`config.mk`:
```
export PLATFORM = sky130hd
export DESIGN_NAME = swerv_eth_rx
export DESIGN_NICKNAME = d
export VERILOG_FILES = /design/src/rtl/swerv_eth_pkg.sv /design/src/rtl/eth_rx_buf.sv /design/src/rtl/swerv_eth_rx.sv
export SDC_FILE = /design/constraint.sdc
export NUM_CORES = 1
export LEC_CHECK = 0
export CAP_MARGIN = 5
export CORE_ASPECT_RATIO = 1.25
export CORE_MARGIN = 2
export CORE_UTILIZATION = 35
export CTS_BUF_LIST = sky130_fd_sc_hd__clkbuf_4 sky130_fd_sc_hd__clkbuf_8
export CTS_CLUSTER_SIZE = 25
export DETAILED_ROUTE_END_ITERATION = 7
export PLACE_DENSITY = 0.61
export SYNTH_ARGS = -nofsm -noshare
export SYNTH_HDL_FRONTEND = slang
export SYNTH_SLANG_ARGS = --single-unit
```
`constraint.sdc`:
```
create_clock -name clk_mac -period 13.8 [get_ports clk_mac]
set_clock_uncertainty 0.15 [all_clocks]
set_input_delay 2.76 -clock clk_mac [delete_from_list [all_inputs] [get_ports clk_mac]]
set_output_delay 2.76 -clock clk_mac [all_outputs]
set_load 0.02 [all_outputs]
```
`src/rtl/swerv_eth_pkg.sv`:
```
// Shared constants and types for the SweRV Ethernet receive path.
// Latency: n/a (declarations only).
// Backpressure: n/a.
package swerv_eth_pkg;

  // Register offsets, decoded from adr[5:2]
  localparam logic [3:0] REG_STATUS = 4'h0;
  localparam logic [3:0] REG_DATA   = 4'h1;
  localparam logic [3:0] REG_CTRL   = 4'h2;

  // CTRL register bit positions
  localparam int CTRL_RELEASE = 0;
  localparam int CTRL_CLR_CNT = 1;

  localparam int          ETH_HDR_LEN = 14;
  localparam logic [47:0] MAC_BCAST   = 48'hFFFF_FFFF_FFFF;

  typedef enum logic [2:0] {
    ST_RESYNC,
    ST_IDLE,
    ST_HDR,
    ST_PAYLOAD,
    ST_DROP
  } rx_state_e;

  // STATUS register layout
  typedef struct packed {
    logic [7:0] err_cnt;
    logic [7:0] drop_cnt;
    logic [7:0] length;
    logic [5:0] rsvd;
    logic       trunc;
    logic       pkt_valid;
  } rx_status_t;

  function automatic logic [7:0] sat_inc8(input logic [7:0] v);
    return (v == 8'hFF) ? v : v + 8'd1;
  endfunction

endpackage

```
`src/rtl/eth_rx_buf.sv`:
```
// eth_rx_buf: byte-write payload RAM with a 4-byte little-endian read window.
// Latency: write lands on the clock edge; read is combinational from rd_ptr.
// Backpressure: none; bytes at or beyond length read as zero.
// Ports: clk_mac; wr_en/wr_addr/wr_data byte write; rd_ptr/length/rd_data read window.
module eth_rx_buf
  import swerv_eth_pkg::*;
#(
  parameter int DEPTH = 64,
  parameter int AW    = $clog2(DEPTH)
) (
  input  logic          clk_mac,
  input  logic          wr_en,
  input  logic [AW-1:0] wr_addr,
  input  logic [7:0]    wr_data,
  input  logic [AW:0]   rd_ptr,
  input  logic [AW:0]   length,
  output logic [31:0]   rd_data
);

  logic [7:0] mem [DEPTH];

  always_ff @(posedge clk_mac) begin
    if (wr_en) mem[wr_addr] <= wr_data;
  end

  // rd_ptr never exceeds DEPTH, so rd_ptr+3 still fits in AW+1 bits; any
  // lane that would wrap the RAM index is at or past length and reads zero.
  for (genvar k = 0; k < 4; k++) begin : g_lane
    logic [AW:0] idx;
    assign idx               = rd_ptr + (AW+1)'(k);
    assign rd_data[8*k +: 8] = (idx < length) ? mem[idx[AW-1:0]] : 8'h00;
  end

endmodule

```
`src/rtl/swerv_eth_rx.sv`:
```
// swerv_eth_rx: EtherType-filtered one-frame receive buffer with Wishbone slave and irq.
// Latency: pkt_valid/rx_irq rise the cycle after the completing tlast beat; Wishbone ack one cycle after cyc&stb.
// Backpressure: none on the rx stream (frames arriving while a payload is held are dropped and counted).
// Ports: clk_mac, rst_n (synchronous, active-low); rx_axis_mac_* byte stream in;
//        wb_eth_rx_* Wishbone slave (STATUS 0x0, DATA 0x4, CTRL 0x8); rx_irq level high while pkt_valid.
// Option: define SWERV_ETH_RX_MAC_FILTER_EN to also require broadcast or LOCAL_MAC as destination.
module swerv_eth_rx
  import swerv_eth_pkg::*;
#(
  parameter int          BUF_DEPTH  = 64,
  parameter logic [15:0] ETH_TYPE   = 16'hEBEB,
  parameter int          RESYNC_GAP = 64,
  parameter logic [47:0] LOCAL_MAC  = 48'h000000000000
) (
  input  logic        clk_mac,
  input  logic        rst_n,
  input  logic [7:0]  rx_axis_mac_tdata,
  input  logic        rx_axis_mac_tvalid,
  input  logic        rx_axis_mac_tlast,
  input  logic        rx_axis_mac_tuser,
  input  logic [31:0] wb_eth_rx_adr_i,
  input  logic [31:0] wb_eth_rx_dat_i,
  input  logic [3:0]  wb_eth_rx_sel_i,
  input  logic        wb_eth_rx_we_i,
  input  logic        wb_eth_rx_stb_i,
  input  logic        wb_eth_rx_cyc_i,
  output logic [31:0] wb_eth_rx_dat_o,
  output logic        wb_eth_rx_ack_o,
  output logic        wb_eth_rx_err_o,
  output logic        wb_eth_rx_rty_o,
  output logic        rx_irq
);

  localparam int          AW       = $clog2(BUF_DEPTH);
  localparam int          GW       = $clog2(RESYNC_GAP + 1);
  localparam logic [AW:0] DEPTH_L  = (AW+1)'(BUF_DEPTH);
  localparam logic [3:0]  HDR_LAST = 4'(ETH_HDR_LEN - 1);

  rx_state_e     state, state_nxt;
  logic [3:0]    hdr_idx;
  logic [GW-1:0] gap_cnt;
  logic [7:0]    prev_byte;
  logic          err_seen, trunc_pend;
  logic [AW:0]   wr_idx, length, rd_ptr, len_fin;
  logic          pkt_valid, trunc, trunc_fin;
  logic [7:0]    drop_cnt, err_cnt;
  logic          beat, bad, et_match, dst_reject, buf_we;
  logic          ev_complete, ev_err, ev_drop;
  logic          wb_sel, wb_ack, wb_fire, rd_adv, do_release, do_clear;
  logic [3:0]    reg_idx;
  logic [31:0]   buf_rdata, rd_mux, wb_dat;
  rx_status_t    status;
  logic          unused_ok;

  assign beat     = rx_axis_mac_tvalid;
  assign bad      = err_seen | rx_axis_mac_tuser;
  // prev_byte holds byte 12 when byte 13 is on the bus
  assign et_match = ({prev_byte, rx_axis_mac_tdata} == ETH_TYPE);
  assign buf_we   = (state == ST_PAYLOAD) && beat && (wr_idx < DEPTH_L);

`ifdef SWERV_ETH_RX_MAC_FILTER_EN
  logic [39:0] dst;
  logic [47:0] dst_full;
  always_ff @(posedge clk_mac) begin
    if (!rst_n)    dst <= '0;
    else if (beat) dst <= {dst[31:0], rx_axis_mac_tdata};
  end
  assign dst_full   = {dst, rx_axis_mac_tdata};
  assign dst_reject = (hdr_idx == 4'd5) && (dst_full != MAC_BCAST) && (dst_full != LOCAL_MAC);
`else
  assign dst_reject = 1'b0;
`endif

  // Next-state and per-frame events
  always_comb begin
    state_nxt   = state;
    ev_complete = 1'b0;
    ev_err      = 1'b0;
    ev_drop     = 1'b0;
    len_fin     = '0;
    trunc_fin   = 1'b0;
    case (state)
      ST_RESYNC: begin
        if ((beat && rx_axis_mac_tlast) || (!beat && gap_cnt == GW'(RESYNC_GAP - 1)))
          state_nxt = ST_IDLE;
      end
      ST_IDLE: begin
        if (beat) begin
          if (rx_axis_mac_tlast) ev_err = 1'b1;          // 1-byte runt
          else if (pkt_valid) begin
            ev_drop   = 1'b1;
            state_nxt = ST_DROP;
          end else state_nxt = ST_HDR;
        end
      end
      ST_HDR: begin
        if (beat) begin
          if (hdr_idx == HDR_LAST) begin
            if (rx_axis_mac_tlast) begin
              state_nxt = ST_IDLE;
              if (bad)           ev_err      = 1'b1;
              else if (et_match) ev_complete = 1'b1;     // zero-length payload
            end else begin
              state_nxt = et_match ? ST_PAYLOAD : ST_DROP;
            end
          end else if (rx_axis_mac_tlast) begin
            state_nxt = ST_IDLE;
            ev_err    = 1'b1;
          end else if (dst_reject) begin
            state_nxt = ST_DROP;
          end
        end
      end
      ST_PAYLOAD: begin
        if (beat && rx_axis_mac_tlast) begin
          state_nxt = ST_IDLE;
          if (bad) ev_err = 1'b1;
          else begin
            ev_complete = 1'b1;
            // the tlast byte itself counts toward the payload
            len_fin     = wr_idx + {{AW{1'b0}}, buf_we};
            trunc_fin   = trunc_pend | ~buf_we;
          end
        end
      end
      ST_DROP: begin
        if (beat && rx_axis_mac_tlast) state_nxt = ST_IDLE;
      end
      default: state_nxt = ST_RESYNC;
    endcase
  end

  // Wishbone decode; effects land on the ack cycle
  assign wb_sel     = wb_eth_rx_cyc_i & wb_eth_rx_stb_i;
  assign wb_fire    = wb_ack & wb_sel;
  assign reg_idx    = wb_eth_rx_adr_i[5:2];
  assign rd_adv     = wb_fire & ~wb_eth_rx_we_i & (reg_idx == REG_DATA);
  assign do_release = wb_fire & wb_eth_rx_we_i & (reg_idx == REG_CTRL) & wb_eth_rx_dat_i[CTRL_RELEASE];
  assign do_clear   = wb_fire & wb_eth_rx_we_i & (reg_idx == REG_CTRL) & wb_eth_rx_dat_i[CTRL_CLR_CNT];

  always_comb begin
    status.err_cnt   = err_cnt;
    status.drop_cnt  = drop_cnt;
    status.length    = 8'(length);
    status.rsvd      = '0;
    status.trunc     = trunc;
    status.pkt_valid = pkt_valid;
  end

  always_comb begin
    rd_mux = '0;
    if (!wb_eth_rx_we_i) begin
      case (reg_idx)
        REG_STATUS: rd_mux = status;
        REG_DATA:   rd_mux = buf_rdata;
        default:    rd_mux = '0;
      endcase
    end
  end

  always_ff @(posedge clk_mac) begin
    if (!rst_n) begin
      state      <= ST_RESYNC;
      hdr_idx    <= '0;
      gap_cnt    <= '0;
      prev_byte  <= '0;
      err_seen   <= 1'b0;
      trunc_pend <= 1'b0;
      wr_idx     <= '0;
      pkt_valid  <= 1'b0;
      trunc      <= 1'b0;
      length     <= '0;
      rd_ptr     <= '0;
      drop_cnt   <= '0;
      err_cnt    <= '0;
      wb_ack     <= 1'b0;
      wb_dat     <= '0;
    end else begin
      state <= state_nxt;
      if (beat) prev_byte <= rx_axis_mac_tdata;

      // IDLE consumes byte 0, so HDR starts counting at 1
      if (state == ST_IDLE)            hdr_idx <= 4'd1;
      else if (state == ST_HDR && beat) hdr_idx <= hdr_idx + 4'd1;

      gap_cnt <= (state == ST_RESYNC && !beat) ? gap_cnt + 1'b1 : '0;

      // Sticky per-frame tuser, cleared at frame end and while resyncing
      if (state == ST_RESYNC) err_seen <= 1'b0;
      else if (beat)          err_seen <= rx_axis_mac_tlast ? 1'b0 : (err_seen | rx_axis_mac_tuser);

      if (state != ST_PAYLOAD) begin
        wr_idx     <= '0;
        trunc_pend <= 1'b0;
      end else begin
        if (buf_we)             wr_idx     <= wr_idx + 1'b1;
        else if (beat)          trunc_pend <= 1'b1;
      end

      // Completion outranks a same-cycle release
      if (ev_complete) begin
        pkt_valid <= 1'b1;
        length    <= len_fin;
        trunc     <= trunc_fin;
        rd_ptr    <= '0;
      end else if (do_release) begin
        pkt_valid <= 1'b0;
        trunc     <= 1'b0;
        rd_ptr    <= '0;
      end else if (rd_adv) begin
        rd_ptr <= (rd_ptr >= DEPTH_L - (AW+1)'(4)) ? DEPTH_L : rd_ptr + (AW+1)'(4);
      end

      // Clear outranks a same-cycle increment
      if (do_clear)     drop_cnt <= '0;
      else if (ev_drop) drop_cnt <= sat_inc8(drop_cnt);
      if (do_clear)     err_cnt  <= '0;
      else if (ev_err)  err_cnt  <= sat_inc8(err_cnt);

      wb_ack <= wb_sel & ~wb_ack;
      wb_dat <= (wb_sel & ~wb_ack) ? rd_mux : '0;
    end
  end

  eth_rx_buf #(
    .DEPTH (BUF_DEPTH)
  ) u_buf (
    .clk_mac (clk_mac),
    .wr_en   (buf_we),
    .wr_addr (wr_idx[AW-1:0]),
    .wr_data (rx_axis_mac_tdata),
    .rd_ptr  (rd_ptr),
    .length  (length),
    .rd_data (buf_rdata)
  );

  assign wb_eth_rx_dat_o = wb_dat;
  assign wb_eth_rx_ack_o = wb_ack;
  assign wb_eth_rx_err_o = 1'b0;
  assign wb_eth_rx_rty_o = 1'b0;
  assign rx_irq          = pkt_valid;

  // Full-word access only: byte selects and low/high address bits carry no meaning
  assign unused_ok = ^{wb_eth_rx_sel_i, wb_eth_rx_adr_i[31:6], wb_eth_rx_adr_i[1:0],
                       wb_eth_rx_dat_i[31:2], LOCAL_MAC};

endmodule
```
==> results.txt, run 1 <==
----------------------------------------------------
[Power]
  Power share of the sequential group ... 0.519
  Net switching share of the total power ... 0.2161
  Total power density per cell area ... 94.56 nW/um^2
  Peak supply drop ... 0.06835 mV
  Net switching power of the design ... 0.8402 mW
  Leakage power of the design ... 12.18 nW
  Gate power share ... 0.021
  Internal power summed over all cells ... 3.048 mW
  Clock power frac ... 0.460

[STA]
  Ratio of final minimum period to clock period ... 0.4704
  Final setup margin ... 7309 ps
  Worst hold slack ... 309.6 ps
  Transition at the pin with the smallest max-transition slack ... 1428 ps
  Final Setup Violations ... 0
  Relative slew slack ... 0.04186
  Setup repair after global routing missed its margin ... no
  Final max-slew violation count ... 0
  Final critical path time including I/O delays and setup ... 6491 ps
  Achievable Freq ... 0.1541 GHz
  Total Negative Setup Slacks ... 0 ps
  Final Hold Fails ... 0

[Floorplan]
  Area enclosed by the die boundary ... 108400 sq um
  Starting density of the core ... 0.3526
  Chip Width ... 294.9 microns
  Vertical die dimension ... 367.7 microns
  Number of core rows ... 133
  Core ar. ... 105000 sq um
  Ports ... 120

[Logic synthesis]
  #FFs+latches synth ... 614
  Largest family of logic cells by synthesized area ... multiplexers
  Xor and xnor fraction of the mapped netlist area ... 0.01152
  Cell type with the highest aggregate area in the netlist ... sky130_fd_sc_hd__edfxtp_1
  FFs w/ async S/R, synth ... 0
  Fraction of the mapped netlist area in compound gates ... 0.04322
  Count of unique library cells instantiated by Yosys ... 69
  Syn avg cell area ... 15.76 sq um
  Main area contributors after synthesis ... sky130_fd_sc_hd__edfxtp_1 (42%), sky130_fd_sc_hd__mux4_2 (33%), sky130_fd_sc_hd__dfxtp_1 (5.5%)
  Gate count after technology mapping ... 2349
  Post-synthesis mux area share ... 0.3634
  Post-synthesis share of cell area spent on full adders, half adders and majority gates ... 0.01318
  Share of Yosys cell area claimed by the top area cell type ... 0.4152
  Sequential fraction of the synthesis area ... 0.4704
  Dominant synthesized flop cell ... sky130_fd_sc_hd__edfxtp_1
  Synth warnings ... 0
  Number of enable flip-flop cells after synthesis ... 512
  Post-Synth Simple-Gate Area ... 0.06552
  Post-Synthesis Cell Area ... 37030 sq um

[Setup path]
  Arrival time of the worst setup path ... 6650 ps
  Worst stage delay on the critical path ... 1330 ps
  Critical path buffers and inverters ... 2
  Slowest cell on the critical path ... sky130_fd_sc_hd__nor2_1
  Worst reg-to-reg setup slack ... 7330 ps
  Cell Chain, Critical Path ... clkdlybuf4s50_1 > nand3b_1 > inv_2 > nand4_1 > nor2_1
  Critical path type ... in2reg
  Data required time at the worst endpoint ... 13960 ps
  Critical path endpoint category ... register
  Maximum net fanout on the critical path ... 18
  Cell family with the largest share of critical-path delay ... simple AND/OR/NAND/NOR gates
  Startpoint Class ... input pin

[Detailed routing]
  Detail-routed via count per cell ... 6.608
  DRC violation count after routing ... 0
  Average wire length per cell after detail routing ... 35.27 microns
  DR pass1 iterations ... 7
  DRT antenna net count ... 0
  DR vias ... 25.69k
  DRT Wirelength ... 137100 microns
  First-iteration detailed-routing DRC count ... 3657

[Global route]
  Largest net degree at the start of global routing ... 121
  GRT Util Overall ... 0.2508
  Global-route wire length before repair ... 189800 microns
  Final global-route overflow total ... 0
  Via count of the first global-routing pass ... 25.01k
  Number of antenna violations at the first check in global routing ... 7

[Placed design]
  PortBufs ... 55
  Placer's final routability congestion estimate ... 0.9967
  Detailed-placement wirelength estimate ... 91950 microns
  Placed Cells ... 3704
  Pre-CTS WS ... 6759 ps

[Status]
  Run status ... finished clean

[Clocking]
  Clock buffer depth ... 3
  CTS buffer count ... 99
  Worst-skew pair later-pin latency ... 730 ps
  TritonCTS clock tree ... built
  Number of hold-repair buffers added at the cts stage ... 0
  Number of gates resized after CTS ... 0
  Library cell used as clock root buffer ... sky130_fd_sc_hd__clkbuf_8
  Number of buffers inserted by post-CTS setup repair ... 0
  Total number of H-tree levels ... 3
  Number of clock sinks ... 614
  Reg clk slew, reported paths ... 60 ps

[Finish]
  Synthesis-to-finish area growth ... 11.05%
  Net count, final ... 2511
  Number of standard cells in the layout, taps in and fillers out ... 3888
  Share of post-route cells with drive strength above 1 ... 0.3312

[Job]
  Count of max-cap constraint violations ... 0

[Hold path]
  Tightest Hold Check Type ... reg2reg

----------------------------------------------------
==> cells by family (layout without fill, tap and decap cells) <==
group / after synthesis / count (layout)
mux: 664 / 664
flops: 614 / 614
simple gates: 528 / 528
compound gates: 238 / 238
buf+inv: 221 / 341
xor+xnor: 44 / 44
fa+ha+maj: 39 / 39
other cells: 1 / 3
==> state kept, by name (all words and copies together), names as in the netlist, 4 cells and up, named ones only <==
signal           flops
u_buf.mem          512
wb_eth_rx_dat_o     32
drop_cnt             8
err_cnt              8
prev_byte            8
gap_cnt              7
length               7
rd_ptr               7
wr_idx               7
hdr_idx              4
==> worst reg2reg max path: cells and delay by family, from the launching register on <==
| family | cells | cell delay [ps] |
|---|---|---|
| AOI/OAI and AO/OA | 2 | 1410 |
| adders and majority gates | 1 | 970 |
| muxes | 1 | 490 |
| DFF | 1 | 680 |
| and+or+nand+nor | 2 | 280 |
| buffers and inverters | 3 | 2460 |
==> power groups by stage <==
stage | clock network [mW] | logic [mW] | registers, mW
6_report | 1.79 | 0.0813 | 2.02
5_1_grt | 1.88 | 0.0879 | 2.02
4_1_cts | 1.81 | 0.0802 | 2.02
3_5_place_dp | 0 | 0.0798 | 2.06
3_3_place_gp | 0 | 0.0776 | 2.06
2_1_floorplan | 0 | 0.0377 | 2.06
==> per-stage QoR <==
stage | utilization | power [mW] | cell area, sq um
after floorplan | - | 2.093 | 37030
after global placement | 0.3704 | 2.135 | 38900
after detailed placement | 0.3704 | 2.139 | 38900
after CTS | 0.3916 | 3.908 | 41120
after global routing | 0.3916 | 3.991 | 41120
final | 0.3916 | 3.888 | 41120
==> area by class of cell <==
type	instances	area (sq um)
Antenna cell	1	2.502
Clock buffer	125	1620
Fill cell	9604	63880
Timing Repair Buffer	129	1091
Inverter	29	112.6
Clock inverter	58	599.3
Multi-Input combinational cell	1515	18490
Tap cell	1417	1773
Sequential cell	614	17430
==> final timing paths <==
check / from / endpoint / cells after the start
worst max-delay path: rx_axis_mac_tvalid / u_buf.mem[55][4] / 5
worst min-delay path: trunc / trunc / 2
worst max register to register: rd_ptr[0] / wb_eth_rx_dat_o[8] / 9
worst min register to register: trunc / trunc / 2
==> cells in the mapped netlist, types with 3 or more instances <==
library cell and count:
sky130_fd_sc_hd__or3_1 7, sky130_fd_sc_hd__mux2i_1 118, sky130_fd_sc_hd__a32oi_1 18, sky130_fd_sc_hd__a21oi_1 42
sky130_fd_sc_hd__inv_2 5, sky130_fd_sc_hd__ha_1 39, sky130_fd_sc_hd__nand2b_1 3, sky130_fd_sc_hd__o22ai_1 39
sky130_fd_sc_hd__o21ai_1 10, sky130_fd_sc_hd__buf_1 19, sky130_fd_sc_hd__o211ai_1 16, sky130_fd_sc_hd__nor3_1 17
sky130_fd_sc_hd__nand3b_1 5, sky130_fd_sc_hd__a211oi_1 15, sky130_fd_sc_hd__nor2_1 138, sky130_fd_sc_hd__clkbuf_1 60
sky130_fd_sc_hd__or4_1 9, sky130_fd_sc_hd__nor2b_1 25, sky130_fd_sc_hd__dfxtp_1 102, sky130_fd_sc_hd__nand4b_1 4
sky130_fd_sc_hd__xnor2_1 18, sky130_fd_sc_hd__o22a_1 3, sky130_fd_sc_hd__nand3_1 71, sky130_fd_sc_hd__nor4_1 5
sky130_fd_sc_hd__nor3b_1 5, sky130_fd_sc_hd__buf_2 57, sky130_fd_sc_hd__xor2_1 22, sky130_fd_sc_hd__mux4_2 544
sky130_fd_sc_hd__nand2_1 189, sky130_fd_sc_hd__a221oi_1 10, sky130_fd_sc_hd__edfxtp_1 512, sky130_fd_sc_hd__or2_2 3
sky130_fd_sc_hd__inv_1 22, sky130_fd_sc_hd__buf_4 34, sky130_fd_sc_hd__a22oi_1 7, sky130_fd_sc_hd__a21o_1 5
sky130_fd_sc_hd__buf_6 20, sky130_fd_sc_hd__o21ai_0 29, sky130_fd_sc_hd__and3_1 14, sky130_fd_sc_hd__nand4_1 24
sky130_fd_sc_hd__a22o_1 9, sky130_fd_sc_hd__a31oi_1 13
==> metal layers <==
layer	global-route usage	vias up	share of wire	wire, microns
li1	-	9965	-	-
met1	0.2927	13370	0.33	45650
met2	0.4034	1935	0.48	65740
met3	0.06693	414	0.11	14920
met4	0.1706	6	0.079	10780
met5	0	-	0.00026	36
==> layout by cell type, fill, tap and decap left out, drive strengths merged, types with 18 or more instances in the layout <==
cell	Yosys	routed
xnor2	20	20
edfxtp	512	512
o21ai	39	39
buf	132	82
nand4	24	24
nand3	71	71
dfxtp	102	102
a32oi	18	18
clkinv	2	45
mux2i	118	118
mux4	544	544
xor2	24	24
clkbuf	60	125
inv	27	26
nand2	189	189
a21oi	42	42
o22ai	39	39
clkdlybuf4s50	0	47
nor2b	25	25
nor2	139	139
ha	39	39
Power figures use the tool's default switching activity.
==> run 2: changes to the inputs <==
--- a/config.mk
+++ b/config.mk
@@ -12,7 +12,7 @@
 export CTS_BUF_LIST = sky130_fd_sc_hd__clkbuf_4 sky130_fd_sc_hd__clkbuf_8
 export CTS_CLUSTER_SIZE = 25
 export DETAILED_ROUTE_END_ITERATION = 7
-export PLACE_DENSITY = 0.61
+export PLACE_DENSITY = 0.63
 export SYNTH_ARGS = -nofsm -noshare
 export SYNTH_HDL_FRONTEND = slang
 export SYNTH_SLANG_ARGS = --single-unit
==> constraint.sdc (replaced) <==
create_clock -name clk_mac -period 5.6 [get_ports clk_mac]
set_clock_uncertainty 0.15 [all_clocks]
set_input_delay 1.12 -clock clk_mac [delete_from_list [all_inputs] [get_ports clk_mac]]
set_output_delay 1.12 -clock clk_mac [all_outputs]
set_load 0.02 [all_outputs]
==> run 2 against run 1 <==
Net effect: clock-buffer cell count shrank 3; routed wire length shrank 1.8%; core utilization grew 0.37 points; sequential power grew 150%; combinational power grew 150%; clock power grew 130%; via count grew 1.8%; critical endpoint is now wb_eth_rx_dat_o[12]; highest routed layer unchanged.
==> results.txt, run 2 (same netlist as run 1, synthesis figures left out) <==
----------------------------------------------------
[Floorplan]
  Number of core rows ... 133
  Area enclosed by the die boundary ... 108400 sq um
  Ports ... 120
  Chip Width ... 294.9 microns
  Vertical die dimension ... 367.7 microns
  Starting density of the core ... 0.3526
  Core ar. ... 105000 sq um

[Setup path]
  Critical path buffers and inverters ... 2
  Slowest cell on the critical path ... sky130_fd_sc_hd__ha_4
  Worst reg-to-reg setup slack ... 1120 ps
  Cell Chain, Critical Path ... clkinv_1 > ha_4 > buf_4 > mux4_2 > mux4_2 > mux2i_1 > a21o_1 > o21ai_0
  Worst stage delay on the critical path ... 720 ps
  Startpoint Class ... register
  Cell family with the largest share of critical-path delay ... multiplexers
  Critical path type ... reg2reg
  FF-to-FF End ... wb_eth_rx_dat_o[12]
  Critical path's most frequent cell ... sky130_fd_sc_hd__mux4_2
  Maximum net fanout on the critical path ... 30
  Arrival time of the worst setup path ... 4970 ps
  Data required time at the worst endpoint ... 6090 ps
  Critical path endpoint category ... register
  Worst Reg2Reg Path Length in Cells ... 8
  Worst flop-to-flop path startpoint ... rd_ptr[0]

[Detailed routing]
  First-iteration detailed-routing DRC count ... 4017
  DRT Wirelength ... 134700 microns
  DRC violation count after routing ... 0
  Average wire length per cell after detail routing ... 34.12 microns
  Detail-routed via count per cell ... 6.629
  DR pass1 iterations ... 8
  DRT antenna net count ... 0
  DR vias ... 26.16k

[Finish]
  Synthesis-to-finish area growth ... 12.11%
  Net count, final ... 2568
  Top library cells by usage in the layout, fill and taps aside ... sky130_fd_sc_hd__mux4_2 (544), sky130_fd_sc_hd__edfxtp_1 (512), sky130_fd_sc_hd__nand2_1 (189)
  Final std cell area, no fill ... 41510 sq um
  Share of post-route cells with drive strength above 1 ... 0.3480
  Layout filler cell count ... 9448
  Most frequent standard cell in the layout excluding fill and tap cells ... sky130_fd_sc_hd__mux4_2
  Most flops, register ... u_buf.mem
  Flip-flop count of the largest register after layout ... 512
  Post-layout utilization of the core ... 0.3954

[Clocking]
  Total number of H-tree levels ... 3
  TritonCTS clock tree ... built
  Worst-skew pair later-pin latency ... 820 ps
  Number of hold-repair buffers added at the cts stage ... 0
  Library cell used as clock root buffer ... sky130_fd_sc_hd__clkbuf_8
  Reg clk slew, reported paths ... 70 ps
  CTS buffer count ... 96
  Number of gates resized after CTS ... 0
  Clock buffer depth ... 3
  Number of buffers inserted by post-CTS setup repair ... 0
  Number of clock sinks ... 614

[STA]
  Final critical path time including I/O delays and setup ... 4480 ps
  Setup repair after global routing missed its margin ... no
  Transition at the pin with the smallest max-transition slack ... 1379 ps
  Achievable Freq ... 0.2232 GHz
  Final Setup Violations ... 0
  Ratio of final minimum period to clock period ... 0.8001
  Total Negative Setup Slacks ... 0 ps
  Final max-slew violation count ... 0
  Relative slew slack ... 0.07088
  Worst hold slack ... 323.4 ps
  Final Hold Fails ... 0

[Hold path]
  Hold path depth ... 2
  Start point of the worst hold path ... trunc_pend
  End of the worst hold path ... trunc_pend
  Tightest Hold Check Type ... reg2reg

[Status]
  Run status ... finished clean

[Job]
  Count of max-cap constraint violations ... 0

[Placed design]
  Placer's final routability congestion estimate ... 1.004
  PortBufs ... 55
  Cell area after placement ... 39490 sq um
  Detailed-placement wirelength estimate ... 92820 microns

[Power]
  Power share of the sequential group ... 0.538
  Gate power share ... 0.022
  Peak supply drop ... 0.1743 mV
  Internal power summed over all cells ... 7.089 mW
  Net switching share of the total power ... 0.2330
  Leakage power of the design ... 12.43 nW
  Total power density per cell area ... 222.6 nW/um^2
  Net switching power of the design ... 2.153 mW
  Clock power frac ... 0.440

[Global route]
  GRT Util Overall ... 0.2467
  Number of antenna violations at the first check in global routing ... 10
  Global-route wire length before repair ... 188900 microns
  Final global-route overflow total ... 0
  Via count of the first global-routing pass ... 24.94k
  Largest net degree at the start of global routing ... 109

----------------------------------------------------
## run 2: cell types whose count changed in the layout (fill, tap and decap cells not counted), sizes merged
cell and delta:
clkbuf -3, clkinv -4, clkinvlp +3, inv +8, bufinv -8, diode +3, buf +60
## run 2: per-layer routing
layer / wire length, microns / track usage
met1: 45030 / 0.2977
met2: 63400 / 0.3928
met3: 16100 / 0.06263
met4: 10100 / 0.1582
met5: 57 / 0
## run 2: worst reg2reg max path: cells and delay by family (launching register included)
kind            cells  cell delay (ps)
flops               1              700
fa+ha+maj           1              720
compound gates      2              370
mux                 3             1670
buf+inv             2              720
## run 2: area by class of cell
class,instances,area [sq um],area share
Multi-Input combinational cell,1515,18490,0.4453
Inverter,29,112.6,0.002713
Antenna cell,4,10.01,0.0002411
Tap cell,1417,1773,0.04271
Sequential cell,614,17430,0.4199
Timing Repair Buffer,189,1679,0.04045
Clock buffer,122,1535,0.03698
Clock inverter,57,483.0,0.01163
## run 2: worst max-delay path by stage
stage / from / endpoint / cells past startpoint
after floorplan: rd_ptr[0] / wb_eth_rx_dat_o[24] / 20
after global placement: rst_n / wb_eth_rx_dat_o[10] / 9
after detailed placement: rd_ptr[0] / wb_eth_rx_dat_o[12] / 8
after CTS: rd_ptr[0] / wb_eth_rx_dat_o[12] / 8
after global routing: rd_ptr[0] / wb_eth_rx_dat_o[27] / 11
final: rd_ptr[0] / wb_eth_rx_dat_o[12] / 8
## run 2: stage by stage
step           power [mW]  instances  setup WS [ps]
4_1_cts             9.281       3943           1150
6_report            9.242       3947           1120
2_1_floorplan       5.159       2350           1224
3_5_place_dp        5.271       3764           1161
5_1_grt             9.486       3946          855.7
3_3_place_gp        5.261       3764           1183
## run 2: power groups by stage
stage / Clock, mW / Sequential, mW / Combinational (mW)
CTS: 4.11 / 4.97 / 0.199
global route: 4.29 / 4.97 / 0.219
global placement: 0 / 5.07 / 0.190
finish: 4.07 / 4.97 / 0.200
detailed placement: 0 / 5.07 / 0.199
floorplan: 0 / 5.07 / 0.0929
==> RTL edit, RTL diff (flow settings as in run 2) <==
Put one more register stage on the output `rx_irq`, with the module's reset. The value now appears one clock later. The other outputs are not delayed to match. Comments in the files are not updated.
--- a/src/rtl/swerv_eth_rx.sv
+++ b/src/rtl/swerv_eth_rx.sv
@@ -238,7 +238,13 @@
   assign wb_eth_rx_ack_o = wb_ack;
   assign wb_eth_rx_err_o = 1'b0;
   assign wb_eth_rx_rty_o = 1'b0;
-  assign rx_irq          = pkt_valid;
+  always_ff @(posedge clk_mac) begin
+    if (!rst_n) begin
+      rx_irq <= '0;
+    end else begin
+      rx_irq <= pkt_valid;
+    end
+  end
 
   // Full-word access only: byte selects and low/high address bits carry no meaning
   assign unused_ok = ^{wb_eth_rx_sel_i, wb_eth_rx_adr_i[31:6], wb_eth_rx_adr_i[1:0],
Check against the original RTL: no difference found for any inputs over 4 cycles, from zero or initial values and one cycle with rst_n low; that may be too few to reach the edited logic, so the function may still have changed.
==> RTL edit against run 2 <==
Sequential cell count grew 1; largest power group unchanged; cell area shrank 0.58%; via count shrank 1.3%; non-clock buffer count grew 1; first-iteration DRC count shrank 2.0%; setup slack lost 19 ps; critical endpoint is now wb_eth_rx_dat_o[25]$_SDFF_PP0_; power grew 2.0%; sequential power is essentially flat; area after synthesis shrank 1.0%; utilization grew 0.26 points; count of clock-buffer cells in the layout grew 6; routed wire length shrank 2.3%; clock power grew 5.2%.
==> RTL edit: results (changes against run 2) <==
Outcome
  • Status: completed (unchanged)

Finish
  • Post-Layout Cell Count: 3,916 (was 3,947)
  • # nets final: 2,617 (was 2,568)
  • Max reg flops: 512 (unchanged)
  • Largest Register: u_buf.mem (unchanged)
  • Fillers: 9,351 (was 9,448)
  • Share of layout cells above drive strength 1: 33.4% (was 34.8%)

Logic synthesis
  • Sequential area share after synthesis: 47.6% (was 47.0%)
  • Post-synthesis async set-or-reset flop share: 0% (unchanged)
  • Synth unique cells: 66 (was 69)
  • Cell count after synthesis: 2,395 (was 2,349)
  • Most used flip-flop cell after synthesis: edfxtp_1 (unchanged)
  • Post-synth EDFFs: 512 (unchanged)
  • Top cells by area, synth: edfxtp_1 (42%), mux4_2 (32%), dfxtp_1 (5.6%) (was edfxtp_1 (42%), mux4_2 (33%), dfxtp_1 (5.5%))
  • Synth Warn #: 0 (unchanged)
  • Post-synth top cells: mux4_2 (520), edfxtp_1 (512), nand2_1 (269) (was mux4_2 (544), edfxtp_1 (512), nand2_1 (189))

GRT
  • Met3 usage: 5.74% (was 6.26%)
  • GRT Util Overall: 24.3% (was 24.7%)
  • Initial antenna violation count: 4 (was 10)
  • Met1 Use GR: 30.1% (was 29.8%)
  • Pin count of the biggest net entering global routing: 104 (was 109)
  • Vias in the first global route: 25,000 (was 24,900)
  • First-pass GRT wire length: 186,000 µm (was 189,000 µm)
  • Met2 Use GR: 38.3% (was 39.3%)

Detailed routing
  • WL met1: 45,700 µm (was 45,000 µm)
  • Met2 WL: 61,100 µm (was 63,400 µm)
  • Routed vias/inst: 6.59 (was 6.63)
  • Drt pass-1 iters: 8 (unchanged)
  • Initial DRC Count: 3,937 (was 4,017)
  • Wirelength, routed: 132,000 µm (was 135,000 µm)
  • WL met3: 15,400 µm (was 16,100 µm)
  • Highest metal used: met5 (unchanged)

Placement
  • Post-DP HPWL: 91,600 µm (was 92,800 µm)
  • Pre-CTS WS: 1350 ps (was 1160 ps)
  • RD Place Congestion: 1.05 (was 1.00)
  • Placed cell areas: 0.0391 mm² (was 0.0395 mm²)
  • Placed Instances: 3,736 (was 3,764)

Clock tree
  • H-tree level count: 3 (unchanged)
  • Num CTS Buffers: 95 (was 96)
  • Post-CTS setup buffers: 0 (unchanged)
  • Resized Gates After CTS: 0 (unchanged)
  • Latest clock arrival within the worst-skew pair: 800 ps (was 820 ps)
  • Root Driver: clkbuf_8 (unchanged)
  • Clock Path Buffers: 3 (unchanged)

Hold path
  • Hold crit path type: reg -> reg (unchanged)

Power and ir drop
  • Pwr per Cell Area: 228 mW/mm² (was 223 mW/mm²)
  • Max IR drop VDD: 0.000219 V (was 0.000174 V)
  • P_leak: 12.7 nW (was 12.4 nW)

Critical path
  • Worst EP arrival: 5060 ps (was 4970 ps)
  • CP max FO: 14 (was 30)

STA
  • Worst-Margin Slew: 1380 ps (about the same)
-- RTL edit: final cells by class --
type,count,area share (%)
Multi-Input combinational cell,1556,44.2
Sequential cell,615,42.3
Tap cell,1340,4.06
Clock buffer,128,3.98
Timing Repair Buffer,190,3.90
Clock inverter,48,1.15
Inverter,37,0.349
Antenna cell,2,0.0121
-- RTL edit: path summary, 6_finish.rpt --
check | end | slack, ps | cells after the start | start
worst max-delay path | wb_eth_rx_dat_o[25]$_SDFF_PP0_ | 1100 | 10 | rd_ptr[2]$_SDFFE_PP0P_
worst min-delay path | wb_eth_rx_dat_o[11]$_SDFF_PP0_ | 310 | 2 | length[3]$_SDFFE_PN0P_
worst max register to register | wb_eth_rx_dat_o[25]$_SDFF_PP0_ | 1100 | 10 | rd_ptr[2]$_SDFFE_PP0P_
worst min register to register | wb_eth_rx_dat_o[11]$_SDFF_PP0_ | 310 | 2 | length[3]$_SDFFE_PN0P_
-- RTL edit: cell families after synthesis --
kind of cell	share of synthesized area, %
mux	36.8
flops	47.6
simple gates	7.14
buf+inv	2.78
compound gates	3.20
xor+xnor	1.20
fa+ha+maj	1.30
other cells	0.0102
-- RTL edit: worst max-delay path, cell delays in order (launching register included) --
cell and delay (ps):
dfxtp_1 810, ha_1 540, nand2b_1 160, xor2_2 160
buf_4 230, inv_2 530, mux4_2 360, nand2_1 120
a21oi_1 870, a31oi_1 250, o21ai_1 200
-- RTL edit: power by group --
part,switching (W),leakage (nW),internal [W],total (W)
Sequential,0.0000176,5.44,0.00496,0.00497
Clock,0.00194,1.12,0.00234,0.00428
Combinational,0.000133,6.14,0.0000449,0.000178
